[config.mk]
export PLATFORM = sky130hd
export DESIGN_NAME = sram_arb_ctrl_flat
export DESIGN_NICKNAME = d
export VERILOG_FILES = /design/src/rtl/sram_arb_pkg.sv /design/src/rtl/sram_arb_ctrl_if.sv /design/src/rtl/sram_arb_ctrl_rr_arb2.sv /design/src/rtl/sram_arb_ctrl.sv /design/src/flat_wrapper.sv
export SDC_FILE = /design/constraint.sdc
export NUM_CORES = 1
export LEC_CHECK = 0
export ABC_AREA = 1
export CORE_AREA = 2 2 97 99
export CTS_CLUSTER_DIAMETER = 50
export DETAILED_ROUTE_END_ITERATION = 7
export DIE_AREA = 0 0 99 101
export PLACE_DENSITY = 0.66
export SLEW_MARGIN = 5
export SYNTH_ARGS = -nofsm -noshare
export SYNTH_HDL_FRONTEND = slang
export SYNTH_SLANG_ARGS = --single-unit
[constraint.sdc]
create_clock -name clk0 -period 1.78 [get_ports clk0]
set_input_delay 0.178 -clock clk0 [delete_from_list [all_inputs] [get_ports clk0]]
set_output_delay 0.178 -clock clk0 [all_outputs]
set_load 0.02 [all_outputs]
[src/rtl/sram_arb_pkg.sv]
// Shared constants, FSM state and request record for the two-port SRAM arbiter/controller.
package sram_arb_pkg;
   localparam int ADDR_W     = 10;
   localparam int DATA_W     = 32;
   localparam int NUM_WMASKS = 4;
   localparam int CNT_W      = 4;

   typedef enum logic {
      IDLE   = 1'b0,
      RD_RSP = 1'b1
   } state_e;

   typedef struct packed {
      logic                  we;
      logic [ADDR_W-1:0]     addr;
      logic [DATA_W-1:0]     wdata;
      logic [NUM_WMASKS-1:0] wmask;
   } req_t;

   function automatic logic [DATA_W-1:0] mask_bytes(logic [DATA_W-1:0] d, logic [NUM_WMASKS-1:0] m);
      logic [DATA_W-1:0] r;
      r = '0;
      for (int i = 0; i < NUM_WMASKS; i++) r[8*i +: 8] = m[i] ? d[8*i +: 8] : 8'h00;
      return r;
   endfunction
endpackage

[src/rtl/sram_arb_ctrl_if.sv]
// Requester-side request/response bundle; one instance per requester port.
interface sram_arb_ctrl_if;
   import sram_arb_pkg::*;

   logic                  req_valid;
   logic                  req_ready;
   logic                  req_we;
   logic [ADDR_W-1:0]     req_addr;
   logic [DATA_W-1:0]     req_wdata;
   logic [NUM_WMASKS-1:0] req_wmask;
   logic                  rsp_valid;
   logic [DATA_W-1:0]     rsp_rdata;

   modport master (
      output req_valid, req_we, req_addr, req_wdata, req_wmask,
      input  req_ready, rsp_valid, rsp_rdata
   );

   modport slave (
      input  req_valid, req_we, req_addr, req_wdata, req_wmask,
      output req_ready, rsp_valid, rsp_rdata
   );
endinterface

[src/rtl/sram_arb_ctrl_rr_arb2.sv]
// rr_arb2: two-way round-robin arbiter with zero-cycle grant and a burst counter.
module rr_arb2
   import sram_arb_pkg::*;
#(
   parameter int BURST_MAX = 4
) (
   input  logic       clk0,
   input  logic       rst0,
   input  logic [1:0] req_i,
   output logic [1:0] gnt_o
);

   logic             last_q, last_d;
   logic [CNT_W-1:0] cnt_q, cnt_d;
   logic             win_b;

   // A zero count means the previous cycle granted nobody, so a tie falls back to plain round-robin.
   always_comb begin
      gnt_o  = 2'b00;
      win_b  = ~last_q;
      last_d = last_q;
      cnt_d  = '0;
      if (cnt_q != '0 && cnt_q < CNT_W'(BURST_MAX)) win_b = last_q;
      unique case (req_i)
         2'b01:   gnt_o = 2'b01;
         2'b10:   gnt_o = 2'b10;
         2'b11:   gnt_o = win_b ? 2'b10 : 2'b01;
         default: gnt_o = 2'b00;
      endcase
      if (gnt_o != 2'b00) begin
         last_d = gnt_o[1];
         if (gnt_o[1] == last_q && cnt_q != '0) cnt_d = (cnt_q == '1) ? cnt_q : cnt_q + 1'b1;
         else cnt_d = CNT_W'(1);
      end
   end

   always_ff @(posedge clk0) begin
      if (rst0) begin
         last_q <= 1'b1;
         cnt_q  <= '0;
      end else begin
         last_q <= last_d;
         cnt_q  <= cnt_d;
      end
   end

endmodule

[src/rtl/sram_arb_ctrl.sv]
// Two-requester SRAM controller: arbitration, macro muxing, 1-cycle read response routing.
// Optional read parity on the spare bit is built when SRAM_ARB_PARITY_EN is defined.
module sram_arb_ctrl
   import sram_arb_pkg::*;
#(
   parameter int BURST_MAX = 4
) (
   input  logic                  clk0,
   input  logic                  rst0,
   sram_arb_ctrl_if.slave        a,
   sram_arb_ctrl_if.slave        b,
   output logic                  sram_csb0,
   output logic                  sram_web0,
   output logic [NUM_WMASKS-1:0] sram_wmask0,
   output logic                  sram_spare_wen0,
   output logic [ADDR_W-1:0]     sram_addr0,
   output logic [DATA_W:0]       sram_din0,
   input  logic [DATA_W:0]       sram_dout0,
   output logic                  parity_err
);

   req_t   req_a, req_b, req_sel;
   logic   [1:0] gnt;
   logic   acc, rd_acc, rsp_live;
   state_e state_q, state_d;
   logic   rsp_b_q, rsp_b_d;

   assign req_a = '{we: a.req_we, addr: a.req_addr, wdata: a.req_wdata, wmask: a.req_wmask};
   assign req_b = '{we: b.req_we, addr: b.req_addr, wdata: b.req_wdata, wmask: b.req_wmask};

   rr_arb2 #(.BURST_MAX(BURST_MAX)) u_arb (
      .clk0  (clk0),
      .rst0  (rst0),
      .req_i ({b.req_valid, a.req_valid} & {2{~rst0}}),
      .gnt_o (gnt)
   );

   assign a.req_ready  = gnt[0];
   assign b.req_ready  = gnt[1];
   assign req_sel      = gnt[1] ? req_b : req_a;
   assign acc          = |gnt;
   assign rd_acc       = acc && !req_sel.we;
   assign sram_csb0    = !acc;
   assign sram_web0    = !(acc && req_sel.we);
   assign sram_addr0   = req_sel.addr;
   assign sram_wmask0  = req_sel.we ? req_sel.wmask : '0;

   always_comb begin
      state_d = IDLE;
      rsp_b_d = rsp_b_q;
      if (rd_acc) begin
         state_d = RD_RSP;
         rsp_b_d = gnt[1];
      end
   end

   always_ff @(posedge clk0) begin
      if (rst0) begin
         state_q <= IDLE;
         rsp_b_q <= 1'b0;
      end else begin
         state_q <= state_d;
         rsp_b_q <= rsp_b_d;
      end
   end

   // Reset in the response cycle drops the outstanding read.
   assign rsp_live    = (state_q == RD_RSP) && !rst0;
   assign a.rsp_valid = rsp_live && !rsp_b_q;
   assign b.rsp_valid = rsp_live && rsp_b_q;
   assign a.rsp_rdata = a.rsp_valid ? sram_dout0[DATA_W-1:0] : '0;
   assign b.rsp_rdata = b.rsp_valid ? sram_dout0[DATA_W-1:0] : '0;

`ifdef SRAM_ARB_PARITY_EN
   logic [2**ADDR_W-1:0] full_q;
   logic                 rd_full_q, perr_q;

   function automatic logic even_par(logic [DATA_W-1:0] d);
      return ^d;
   endfunction

   assign sram_din0       = {even_par(mask_bytes(req_sel.wdata, req_sel.wmask)), req_sel.wdata};
   assign sram_spare_wen0 = acc && req_sel.we && (&req_sel.wmask);
   assign parity_err      = perr_q;

   // full_q marks words whose spare bit holds valid parity (last data-changing write was full-word).
   always_ff @(posedge clk0) begin
      if (rst0) begin
         full_q    <= '0;
         rd_full_q <= 1'b0;
         perr_q    <= 1'b0;
      end else begin
         if (acc && req_sel.we && (&req_sel.wmask)) full_q[req_sel.addr] <= 1'b1;
         else if (acc && req_sel.we && (|req_sel.wmask)) full_q[req_sel.addr] <= 1'b0;
         if (rd_acc) rd_full_q <= full_q[req_sel.addr];
         if (rsp_live && rd_full_q && (^sram_dout0)) perr_q <= 1'b1;
      end
   end
`else
   logic unused_spare;
   assign unused_spare    = sram_dout0[DATA_W];
   assign sram_din0       = {1'b0, req_sel.wdata};
   assign sram_spare_wen0 = 1'b0;
   assign parity_err      = 1'b0;
`endif

endmodule

[src/flat_wrapper.sv]
// flat-port wrapper written by rule: the top's interface ports become plain ports
module sram_arb_ctrl_flat import sram_arb_pkg::*;
#(
   parameter int BURST_MAX = 4
)
  (clk0, rst0, sram_csb0, sram_web0, sram_wmask0, sram_spare_wen0, sram_addr0, sram_din0, sram_dout0, parity_err, a_req_valid, a_req_we, a_req_addr, a_req_wdata, a_req_wmask, a_req_ready, a_rsp_valid, a_rsp_rdata, b_req_valid, b_req_we, b_req_addr, b_req_wdata, b_req_wmask, b_req_ready, b_rsp_valid, b_rsp_rdata);
  sram_arb_ctrl_if a_i ();
  sram_arb_ctrl_if b_i ();
  input  logic clk0;
  input  logic rst0;
  output logic sram_csb0;
  output logic sram_web0;
  output logic [NUM_WMASKS-1:0] sram_wmask0;
  output logic sram_spare_wen0;
  output logic [ADDR_W-1:0] sram_addr0;
  output logic [DATA_W:0] sram_din0;
  input  logic [DATA_W:0] sram_dout0;
  output logic parity_err;
  input wire logic [$bits(a_i.req_valid)-1:0] a_req_valid;
  input wire logic [$bits(a_i.req_we)-1:0] a_req_we;
  input wire logic [$bits(a_i.req_addr)-1:0] a_req_addr;
  input wire logic [$bits(a_i.req_wdata)-1:0] a_req_wdata;
  input wire logic [$bits(a_i.req_wmask)-1:0] a_req_wmask;
  output wire logic [$bits(a_i.req_ready)-1:0] a_req_ready;
  output wire logic [$bits(a_i.rsp_valid)-1:0] a_rsp_valid;
  output wire logic [$bits(a_i.rsp_rdata)-1:0] a_rsp_rdata;
  input wire logic [$bits(b_i.req_valid)-1:0] b_req_valid;
  input wire logic [$bits(b_i.req_we)-1:0] b_req_we;
  input wire logic [$bits(b_i.req_addr)-1:0] b_req_addr;
  input wire logic [$bits(b_i.req_wdata)-1:0] b_req_wdata;
  input wire logic [$bits(b_i.req_wmask)-1:0] b_req_wmask;
  output wire logic [$bits(b_i.req_ready)-1:0] b_req_ready;
  output wire logic [$bits(b_i.rsp_valid)-1:0] b_rsp_valid;
  output wire logic [$bits(b_i.rsp_rdata)-1:0] b_rsp_rdata;
  assign a_i.req_valid = a_req_valid;
  assign a_i.req_we = a_req_we;
  assign a_i.req_addr = a_req_addr;
  assign a_i.req_wdata = a_req_wdata;
  assign a_i.req_wmask = a_req_wmask;
  assign a_req_ready = a_i.req_ready;
  assign a_rsp_valid = a_i.rsp_valid;
  assign a_rsp_rdata = a_i.rsp_rdata;
  assign b_i.req_valid = b_req_valid;
  assign b_i.req_we = b_req_we;
  assign b_i.req_addr = b_req_addr;
  assign b_i.req_wdata = b_req_wdata;
  assign b_i.req_wmask = b_req_wmask;
  assign b_req_ready = b_i.req_ready;
  assign b_rsp_valid = b_i.rsp_valid;
  assign b_rsp_rdata = b_i.rsp_rdata;
  sram_arb_ctrl #(.BURST_MAX(BURST_MAX)) u_core (.clk0(clk0), .rst0(rst0), .a(a_i), .b(b_i), .sram_csb0(sram_csb0), .sram_web0(sram_web0), .sram_wmask0(sram_wmask0), .sram_spare_wen0(sram_spare_wen0), .sram_addr0(sram_addr0), .sram_din0(sram_din0), .sram_dout0(sram_dout0), .parity_err(parity_err));
endmodule
Word level (Yosys, flattened, before mapping)
Index checks and enable logic that the tools add are counted.
- output and inout port bits: 119
- bits of input ports: 131
- register bits: 7
- equal/unequal tests: 6
- add/subtract/negate cells: 1
- $lt $le $gt $ge: 1
- bitwise gates (word level): 5
- mux-type cells: 10
- reductions and logical operators: 17
- operators by type and width (kind ; count):
    $mux 32 ; 2
    $mux 47 ; 1
    $logic_and 1x1->1 ; 7
    $pmux 2 s3 ; 1
    $logic_not 1->1 ; 5
    $add 4x1->4 const B ; 1
    $eq 2x2->1 const B ; 2
    $eq 4x4->1 const B ; 1
    $lt 4x3->1 const B ; 1
    $mux 1 ; 4
    $mux 4 ; 1
    $not 1->1 ; 4
    $reduce_bool 4->1 ; 1
    $reduce_or 2->1 ; 2
    $reduce_or 3->1 ; 1
    $and 2x2->2 ; 1
    $eq 2x1->1 const B ; 1
    $mux 2 ; 1
    $ne 2x2->1 const B ; 1
    $reduce_bool 2->1 ; 1
    $eq 1x1->1 ; 1

Longest topological paths before layout
Gate-level depths: netlist of run 1.
- depth in word-level cells: 9
- gate-level depth with buffers: 14
- mapped depth without buffers: 13

Cells and area by module
A second synthesis of run 1 with hierarchy kept.
- cell total of the unflattened synthesis: 337
- area total of the unflattened synthesis: 1537.7 sq um
- by module, submodules not included (module ; seq. area each (sq um) ; cells each ; area each (sq um) ; times used):
    sram_arb_ctrl ; 40.0 ; 287 ; 1181.1 ; 1
    rr_arb2 ; 100.1 ; 50 ; 356.6 ; 1

Worst setup path after synthesis of run 1
Ideal clock, no wire load.
- kind: flip-flop to output port
- start point: register u_core.rsp_b_q
- end point: output b_rsp_rdata[10]
- data arrival time: 1619 ps
- path slack: -17 ps
- data required time: 1602 ps
- cell stages (with the launch flop): 6
- path through: dfxtp_1 inv_1 nor3_1 inv_1 clkbuf_1 nor2_1
- cells in the longest elaborated chain, start to end: 2
- ends and longest elaborated chain (item ; RTL line ; RTL):
    start, declared ; sram_arb_ctrl.sv:26 ; logic rsp_b_q, rsp_b_d;
    start signal, assigned ; sram_arb_ctrl.sv:63 ; rsp_b_q <= rsp_b_d;
    $logic_and 1x1->1 ; sram_arb_ctrl.sv:70 ; assign b.rsp_valid = rsp_live && rsp_b_q;
    via b_rsp_valid ; flat_wrapper.sv:33 ; output wire logic [$bits(b_i.rsp_valid)-1:0] b_rsp_valid;
    $mux 32 ; sram_arb_ctrl.sv:72 ; assign b.rsp_rdata = b.rsp_valid ? sram_dout0[DATA_W-1:0] : '0;
    end, declared ; flat_wrapper.sv:34 ; output wire logic [$bits(b_i.rsp_rdata)-1:0] b_rsp_rdata;
The timed path passes the listed nets, and every way through them passes these cells.

Worst setup path after layout of run 1
- start point: register u_core.u_arb.cnt_q[1]
- end point: output sram_din0[8]
- cells in the longest elaborated chain, start to end: 6
- ends and longest elaborated chain (item ; RTL line ; RTL):
    start, declared ; sram_arb_ctrl_rr_arb2.sv:14 ; logic [CNT_W-1:0] cnt_q, cnt_d;
    start signal, assigned ; sram_arb_ctrl_rr_arb2.sv:43 ; cnt_q <= cnt_d;
    $lt 4x3->1 or $reduce_bool 4->1 (tied branches) ; sram_arb_ctrl_rr_arb2.sv:23 ; if (cnt_q != '0 && cnt_q < CNT_W'(BURST_MAX)) win_b = last_q;
    $logic_and 1x1->1 * ; sram_arb_ctrl_rr_arb2.sv:23 ;
    $mux 1 * ; sram_arb_ctrl_rr_arb2.sv:23 ;
    $mux 2 * ; sram_arb_ctrl_rr_arb2.sv:27 ; 2'b11: gnt_o = win_b ? 2'b10 : 2'b01;
    $pmux 2 s3 * ; sram_arb_ctrl_rr_arb2.sv:24 ; unique case (req_i)
    $mux 47 * ; sram_arb_ctrl.sv:40 ; assign req_sel = gnt[1] ? req_b : req_a;
    end, declared ; flat_wrapper.sv:16 ; output logic [DATA_W:0] sram_din0;
Every way passes the cells marked *; elsewhere a longest branch is shown, timed or not.

==> impl_summary.log, run 1 <==
INFO  metric drc = 0
INFO  metric cts_max_level = 1
INFO  metric synth.distinct_cells = 25
INFO  metric post-place-ws = -0.5845 ns
INFO  metric cts-root-to-sink-buffers = 2
INFO  metric postRouteWirelength = 9562 um
INFO  metric tritoncts = done
INFO  metric drive_above_1_share = 43.12%
INFO  metric place.gp.congestion = 0.8649
INFO  metric layout.cells.non_filler = 707
INFO  metric power_frac_comb = 76.4%
INFO  metric synthCells = 330
INFO  metric numPortBuffers = 245
INFO  metric layout.cell_area.non_filler = 4653 sq um
INFO  metric achievable-frequency = 0.5005 GHz
INFO  metric routedLengthMet1 = 3533 um
INFO  metric post_synth_instance_area = 1525 sq um
INFO  metric swShare = 40.47%
INFO  metric die_width = 99 um
INFO  metric timing.reg2reg.worst_path_depth = 13
INFO  metric top_signal_layer_used = met4
INFO  metric met2RoutedLength = 5347 um
INFO  metric via_density = 4.079
INFO  metric clock-skew-final = 0.001499 ns
INFO  metric final_antenna_net_count = 0
INFO  metric powerDensity = 365.8 nW/um^2
INFO  metric initial_antenna_violation_count = 0
INFO  metric start_util = 16.99%
INFO  metric first_iter_violations = 69
INFO  metric clk_pin_slew_worst_paths = 0.04 ns
INFO  metric slew_viol_final = 0
INFO  metric placedInstanceArea = 4219 sq um
INFO  metric synth.yosys.seq_area_share = 9.188%
INFO  metric final.setup.worst_slack = -0.2182 ns
INFO  metric clkSinkCount = 7
INFO  metric synth.yosys.warnings = 0
INFO  metric outcome = finished with violations
INFO  metric fin_crit_period = 1.998 ns
INFO  metric crit_path_max_fanout = 8
INFO  metric detailedPlacementHpwl = 6991 um
INFO  metric antenna-diode-count = 0
INFO  metric timing.hold.worst_endpoint = u_core.u_arb.last_q$_SDFFE_PP1N_
INFO  metric timing_hold_violations_final = 0
INFO  metric critical_path_arrival = 1.82 ns
INFO  metric number_of_clock_buffers_inserted_by_tritoncts = 3
INFO  metric regToRegStartpoint = u_core.u_arb.cnt_q[1]$_SDFFE_PP0P_
INFO  metric setup.worst_path.class = reg2out
INFO  metric die_area = 9999 sq um
INFO  metric p_clk_share = 13.4%
INFO  metric post_cts_hold_buffer_count = 0
INFO  metric post_drt_wl_per_cell = 13.52 um
INFO  metric grt_pass1_vias = 2,802
INFO  metric irDropWorstVdd = 0.0003470 V
INFO  metric design.core.area = 8977 sq um
INFO  metric failing_checks = negative setup slack
INFO  metric via_count = 2,884
INFO  metric p_int = 1013 uW
INFO  metric hold-path-cell-count = 4
INFO  metric drt_pass_1_iters = 4
INFO  metric cellLeakagePower = 0.002643 uW
INFO  metric floorplan.io_pins = 250
INFO  metric layout.nets = 730
INFO  metric placement_rows = 35
INFO  metric post_route_fraction_of_the_period_consumed_by_the_critical_path = 112.3%
INFO  metric clock_tree.root_cell = sky130_fd_sc_hd__clkbuf_8
INFO  metric crit_path_start_kind = flip-flop
INFO  metric min_from = rst0
INFO  metric timing.critical_path.required = 1.60 ns
INFO  metric source_to_sink_clock_delay_at_the_later_pin_of_the_worst_skew_pair = 0.23 ns
INFO  metric switchingPower = 688.8 uW
INFO  metric grt_max_degree = 33
INFO  metric finalSetupViolCount = 48
INFO  metric critPathCaptureType = primary output
INFO  metric rsz_0062_raised_after_global_routing = yes
INFO  metric overall_global_routing_usage = 16.87%
INFO  metric maxCapViolations = 0
INFO  metric sequential_fraction_of_design_power = 10.2%
INFO  metric ff_to_ff_end = u_core.u_arb.cnt_q[1]$_SDFFE_PP0P_
INFO  metric min-delay-path-class = in2reg
INFO  metric setup.reg_to_reg.worst_slack = 0.19 ns
INFO  metric global_route.overflow_total = 0
INFO  metric grt_pass1_wl = 13,770 um
INFO  metric area_growth = 205.1%
INFO  metric syn-mean-instance-area = 4.622 sq um
INFO  metric yosys_register_bits = 7
INFO  metric met3_wirelength = 579 um
INFO  metric cell_total_after_placement = 693
INFO  metric die_y = 101 um
[flip-flops by register name (all words and copies together), names as in the netlist]
register and count:
u_core.state_q 1, u_core.u_arb.cnt_q 4, u_core.rsp_b_q 1, u_core.u_arb.last_q 1
[metrics by stage]
| step | utilization [%] | total power (uW) | hold slack, ns | setup TNS, ns |
|---|---|---|---|---|
| floorplan | - | 614.6 | 0.3122 | 0 |
| global placement | 47.00 | 1237 | 0.4815 | -51.72 |
| detailed placement | 47.00 | 1245 | 0.4925 | -51.47 |
| CTS | 49.59 | 1648 | 0.5318 | -6.485 |
| global route | 51.83 | 1802 | 0.4778 | -13.00 |
| finish | 51.83 | 1702 | 0.4421 | -8.655 |
[layout by cell type, fill, tap and decap left out, types with 2 or more instances in the layout]
| master | count |
|---|---|
| sky130_fd_sc_hd__clkdlybuf4s50_1 | 128 |
| sky130_fd_sc_hd__nand2_1 | 69 |
| sky130_fd_sc_hd__nor2_1 | 66 |
| sky130_fd_sc_hd__nand2_2 | 62 |
| sky130_fd_sc_hd__buf_2 | 60 |
| sky130_fd_sc_hd__buf_6 | 49 |
| sky130_fd_sc_hd__inv_1 | 47 |
| sky130_fd_sc_hd__nand2_4 | 26 |
| sky130_fd_sc_hd__buf_4 | 22 |
| sky130_fd_sc_hd__nand3_1 | 7 |
| sky130_fd_sc_hd__buf_12 | 7 |
| sky130_fd_sc_hd__nor2_2 | 5 |
| sky130_fd_sc_hd__inv_2 | 5 |
| sky130_fd_sc_hd__buf_16 | 5 |
| sky130_fd_sc_hd__dfxtp_1 | 5 |
| sky130_fd_sc_hd__conb_1 | 3 |
| sky130_fd_sc_hd__clkbuf_8 | 3 |
| sky130_fd_sc_hd__dlygate4sd2_1 | 3 |
| sky130_fd_sc_hd__buf_8 | 3 |
| sky130_fd_sc_hd__nor3_4 | 2 |
| sky130_fd_sc_hd__o21ai_0 | 2 |
| sky130_fd_sc_hd__dfxtp_2 | 2 |
[worst max-delay path by stage]
stage / slack, ns / startpoint / cells after the start / end
3_3_place_gp: -0.57 / b_req_valid / 9 / sram_din0[1]
4_1_cts: -0.16 / u_core.u_arb.cnt_q[1]$_SDFFE_PP0P_ / 14 / sram_din0[3]
5_1_grt: -0.31 / u_core.u_arb.cnt_q[1]$_SDFFE_PP0P_ / 14 / sram_din0[8]
3_5_place_dp: -0.58 / b_req_valid / 9 / sram_din0[16]
6_report: -0.22 / u_core.u_arb.cnt_q[1]$_SDFFE_PP0P_ / 14 / sram_din0[8]
2_1_floorplan: 0.03 / u_core.rsp_b_q$_SDFFE_PP0P_ / 4 / a_rsp_rdata[10]
[critical path: stages (launching register included)]
cell                      delay, ns
sky130_fd_sc_hd__dfxtp_2       0.32
sky130_fd_sc_hd__inv_2         0.05
sky130_fd_sc_hd__ha_4          0.15
sky130_fd_sc_hd__inv_2         0.07
sky130_fd_sc_hd__nand2_2       0.07
sky130_fd_sc_hd__nand2_2       0.07
sky130_fd_sc_hd__nand2_2       0.06
sky130_fd_sc_hd__nand2_4       0.09
sky130_fd_sc_hd__nand2_8       0.08
sky130_fd_sc_hd__buf_12        0.16
sky130_fd_sc_hd__inv_16        0.07
sky130_fd_sc_hd__buf_16        0.15
sky130_fd_sc_hd__nand2_2       0.06
sky130_fd_sc_hd__nand2_2       0.07
sky130_fd_sc_hd__buf_6         0.11
[logic make-up after synthesis]
family | synth area share (%)
muxes | 0.6563
adders and majority gates | 1.640
and+or+nand+nor | 63.50
buffers and inverters | 22.23
DFF | 9.188
AOI/OAI and AO/OA | 1.969
xor gates and xnor gates | 0.5743
other | 0.2459
[cell type report]
cell class                      instances  area [sq um]
Sequential cell                         7         142.6
Timing Repair inverter                  1         16.27
Tap cell                              111         138.9
Multi-Input combinational cell        253          1435
Clock buffer                            4         45.04
Timing Repair Buffer                  278          2660
Inverter                               53         215.2
Fill cell                             885          4324
[routing by layer]
layer	vias up	global-route usage (%)
li1	1473	-
met1	1293	19.95
met2	107	32.59
met3	11	2.497
met4	0	2.529
met5	-	0
[Yosys cell counts, drive strengths merged]
library cell | number | area share (%)
a21oi | 1 | 0.33
buf | 13 | 7.7
clkbuf | 6 | 1.5
conb | 1 | 0.25
dfxtp | 7 | 9.2
ha | 2 | 1.6
inv | 53 | 13
mux2i | 1 | 0.66
nand2 | 158 | 42
nand3 | 8 | 2.6
nand3b | 1 | 0.49
nor2 | 71 | 18
nor3 | 2 | 0.66
o211ai | 1 | 0.49
o21a | 1 | 0.49
o21ai | 2 | 0.66
or2 | 1 | 0.41
xor2 | 1 | 0.57
[power by group through the flow]
stage	Sequential [uW]	Combinational (uW)	Clock [uW]
CTS	173	1240	235
finish	173	1300	229
global route	174	1380	246
detailed placement	173	1070	0
global placement	173	1060	0
floorplan	173	441	0
[what timing repair did]
action                     4_1_cts  5_1_grt
gates cloned                     7        0
hold endpoints to repair         0        0
buffers inserted                 4        1
setup endpoints to repair      116       93
resized for setup              633       68
pin swaps                       18       25
Power figures use the tool's default switching activity.
==> inputs of run 2 (changes only) <==
--- a/config.mk
+++ b/config.mk
@@ -10,7 +10,8 @@
 export CTS_CLUSTER_DIAMETER = 50
 export DETAILED_ROUTE_END_ITERATION = 7
 export DIE_AREA = 0 0 99 101
-export PLACE_DENSITY = 0.66
+export DONT_BUFFER_PORTS = 1
+export PLACE_DENSITY = 0.3
 export SLEW_MARGIN = 5
 export SYNTH_ARGS = -nofsm -noshare
 export SYNTH_HDL_FRONTEND = slang
==> run 2 against run 1 <==
  * The run still ends with negative setup slack left
  * Flip-flop and latch count is the same
  * Non-clock buffer count shrank 187
  * Global-route usage fell by 6.4 points
  * Final cell count shrank 27%
  * Via count is 25% lower
  * Cell area decreased by 39%
  * Combinational power decreased by 42%
  * Setup slack better by 0.13 ns
  * Register-to-register slack lost 0.03 ns
  * Routed wire length fell by 31%
  * Clock skew grew 0.0018 ns
  * Critical endpoint is now sram_wmask0[3]
  * Largest cell class is now multi-input combinational cells
  * Largest power group unchanged
==> impl_summary.log, run 2 (synthesized netlist as in run 1, its figures left out) <==
INFO  metric outcome = finished with violations
INFO  metric failing_checks = negative setup slack
INFO  metric drive_above_1_share = 49.75%
INFO  metric cell_family_with_most_cp_delay = simple AND/OR/NAND/NOR gates
INFO  metric floorplan.io_pins = 250
INFO  metric numPortBuffers = 0
INFO  metric clock_tree.root_cell = sky130_fd_sc_hd__clkbuf_8
INFO  metric cell_total_after_placement = 506
INFO  metric clkSinkCount = 7
INFO  metric postRouteWirelength = 6554 um
INFO  metric crit_path_start_kind = flip-flop
INFO  metric die_width = 99 um
INFO  metric post_route_fraction_of_the_period_consumed_by_the_critical_path = 104.9%
INFO  metric via_density = 4.187
INFO  metric via_count = 2,173
INFO  metric die_y = 101 um
INFO  metric place.gp.congestion = 0.7671
INFO  metric initial_antenna_violation_count = 0
INFO  metric overall_global_routing_usage = 10.52%
INFO  metric timing.critical_path.required = 1.60 ns
INFO  metric critical_path_arrival = 1.69 ns
INFO  metric sequential_fraction_of_design_power = 15.0%
INFO  metric crit_path_max_fanout = 5
INFO  metric maxCapViolations = 0
INFO  metric p_int = 590.5 uW
INFO  metric power = 1144 uW
INFO  metric worst_path_max_delay_cell = sky130_fd_sc_hd__dfxtp_2
INFO  metric clk_pin_slew_worst_paths = 0.04 ns
INFO  metric slew_viol_final = 0
INFO  metric fillers = 1,003
INFO  metric rsz_0062_raised_after_global_routing = yes
INFO  metric design.core.area = 8977 sq um
INFO  metric source_to_sink_clock_delay_at_the_later_pin_of_the_worst_skew_pair = 0.23 ns
INFO  metric worst_slew_pin_slew = 0.5261 ns
INFO  metric critPathMaxStageDelay = 0.32 ns
INFO  metric global_route.overflow_total = 0
INFO  metric final.setup.worst_slack = -0.08641 ns
INFO  metric worst_slew_margin_rel = 64.79%
INFO  metric cts_max_level = 1
INFO  metric critPathCaptureType = primary output
INFO  metric post_cts_hold_buffer_count = 0
INFO  metric finalSetupViolCount = 45
INFO  metric top_register = u_core.u_arb.cnt_q
INFO  metric post_drt_wl_per_cell = 12.63 um
INFO  metric timing.critical_path.mode_cell = sky130_fd_sc_hd__nand2_2
INFO  metric largest_register_ff_count = 4
INFO  metric layout.cells.non_filler = 519
INFO  metric min-delay-path-class = in2reg
INFO  metric layout.nets = 542
INFO  metric first_iter_violations = 43
INFO  metric area_growth = 86.22%
INFO  metric grt_pass1_wl = 8790 um
INFO  metric cellLeakagePower = 0.001648 uW
INFO  metric placement_rows = 35
INFO  metric tritoncts = done
INFO  metric fin_crit_period = 1.866 ns
INFO  metric cts-root-to-sink-buffers = 2
INFO  metric most-common-layout-cells = sky130_fd_sc_hd__buf_4, sky130_fd_sc_hd__nor2_1, sky130_fd_sc_hd__nand2_1
INFO  metric achievable-frequency = 0.5358 GHz
INFO  metric crit_path_cell_trace = inv_2 -> ha_4 -> inv_2 -> nand2_1 -> nand2_1 -> nand2_2 -> nand2_4 -> nand2_8 -> buf_12 -> buf_12 -> nand2_4 -> nand2_2 -> nand2_2 -> inv_4
INFO  metric final_common_cell = sky130_fd_sc_hd__buf_4
INFO  metric drt_pass_1_iters = 4
INFO  metric number_of_clock_buffers_inserted_by_tritoncts = 3
INFO  metric antenna-diode-count = 0
INFO  metric irDropWorstVdd = 0.0004206 V
INFO  metric p_clk_share = 19.6%
INFO  metric power_frac_comb = 65.5%
INFO  metric clock-skew-final = 0.003327 ns
INFO  metric grt_max_degree = 33
INFO  metric final_antenna_net_count = 0
INFO  metric swShare = 48.40%
INFO  metric grt_pass1_vias = 1,894
INFO  metric detailedPlacementHpwl = 4801 um
INFO  metric powerDensity = 402.9 nW/um^2
INFO  metric drc = 0
INFO  metric combined_buffer_and_inverter_count_along_the_critical_path = 5
INFO  metric start_util = 16.99%
INFO  metric die_area = 9999 sq um
INFO  metric timing_hold_violations_final = 0
INFO  metric switchingPower = 553.9 uW
INFO  metric whs = 0.09930 ns
INFO  metric setup.worst_path.class = reg2out
run 2: final cells by class:
type / count / area [sq um] / share of cell area (%)
Tap cell: 111 / 138.9 / 4.890
Timing Repair Buffer: 91 / 799.5 / 28.15
Clock buffer: 4 / 45.04 / 1.586
Inverter: 53 / 209.0 / 7.357
Sequential cell: 7 / 142.6 / 5.022
Multi-Input combinational cell: 253 / 1505 / 53.00
run 2: worst paths after layout:
path                                       from                                  to  slack [ns]  cells after the start
max          u_core.u_arb.cnt_q[1]$_SDFFE_PP0P_                      sram_wmask0[3]       -0.09                     14
min                                        rst0    u_core.u_arb.last_q$_SDFFE_PP1N_         0.1                      2
max reg2reg  u_core.u_arb.cnt_q[1]$_SDFFE_PP0P_  u_core.u_arb.cnt_q[2]$_SDFFE_PP0P_        0.16                     14
min reg2reg         u_core.rsp_b_q$_SDFFE_PP0P_         u_core.rsp_b_q$_SDFFE_PP0P_        0.50                      2
run 2: metrics by stage:
stage,utilization (%),worst slack (ns),cell area [sq um],setup TNS [ns]
floorplan,-,0.02939,1538,0
global placement,24.39,-0.04137,2190,-0.6908
detailed placement,24.39,-0.03386,2190,-0.5019
CTS,29.78,-0.1203,2674,-3.160
global route,31.64,-0.1755,2840,-5.768
finish,31.64,-0.08641,2840,-1.432
run 2: power by group through the flow:
stage / registers (uW) / clock network [uW] / logic (uW)
2_1_floorplan: 173 / 0 / 441
3_3_place_gp: 173 / 0 / 557
3_5_place_dp: 173 / 0 / 558
4_1_cts: 171 / 232 / 703
5_1_grt: 172 / 238 / 803
6_report: 171 / 224 / 749
run 2: routing by layer:
| metal | share of wire (%) | vias to the layer above | GRT usage [%] |
|---|---|---|---|
| li1 | - | 1092 | - |
| met1 | 38 | 977 | 12.16 |
| met2 | 55 | 104 | 20.84 |
| met3 | 6.9 | 0 | 1.734 |
| met4 | 0 | 0 | 0.9484 |
| met5 | 0 | - | 0 |
run 2: what timing repair did:
| action | in CTS | in global routing |
|---|---|---|
| buffers inserted | 6 | 0 |
| endpoints found under the hold margin | 0 | 0 |
| resized for setup | 107 | 37 |
| gates cloned | 2 | 1 |
| endpoints found under the setup margin | 48 | 48 |
| pin swaps | 29 | 15 |
==> inputs of run 3 (changes only) <==
--- a/config.mk
+++ b/config.mk
@@ -6,6 +6,7 @@
 export NUM_CORES = 1
 export LEC_CHECK = 0
 export ABC_AREA = 1
+export ABC_CLOCK_PERIOD_IN_PS = 1780
 export CORE_AREA = 2 2 97 99
 export CTS_CLUSTER_DIAMETER = 50
 export DETAILED_ROUTE_END_ITERATION = 7
==> results of run 3 <==
No change in the layout: final DEF, timing and power equal those of run 2.
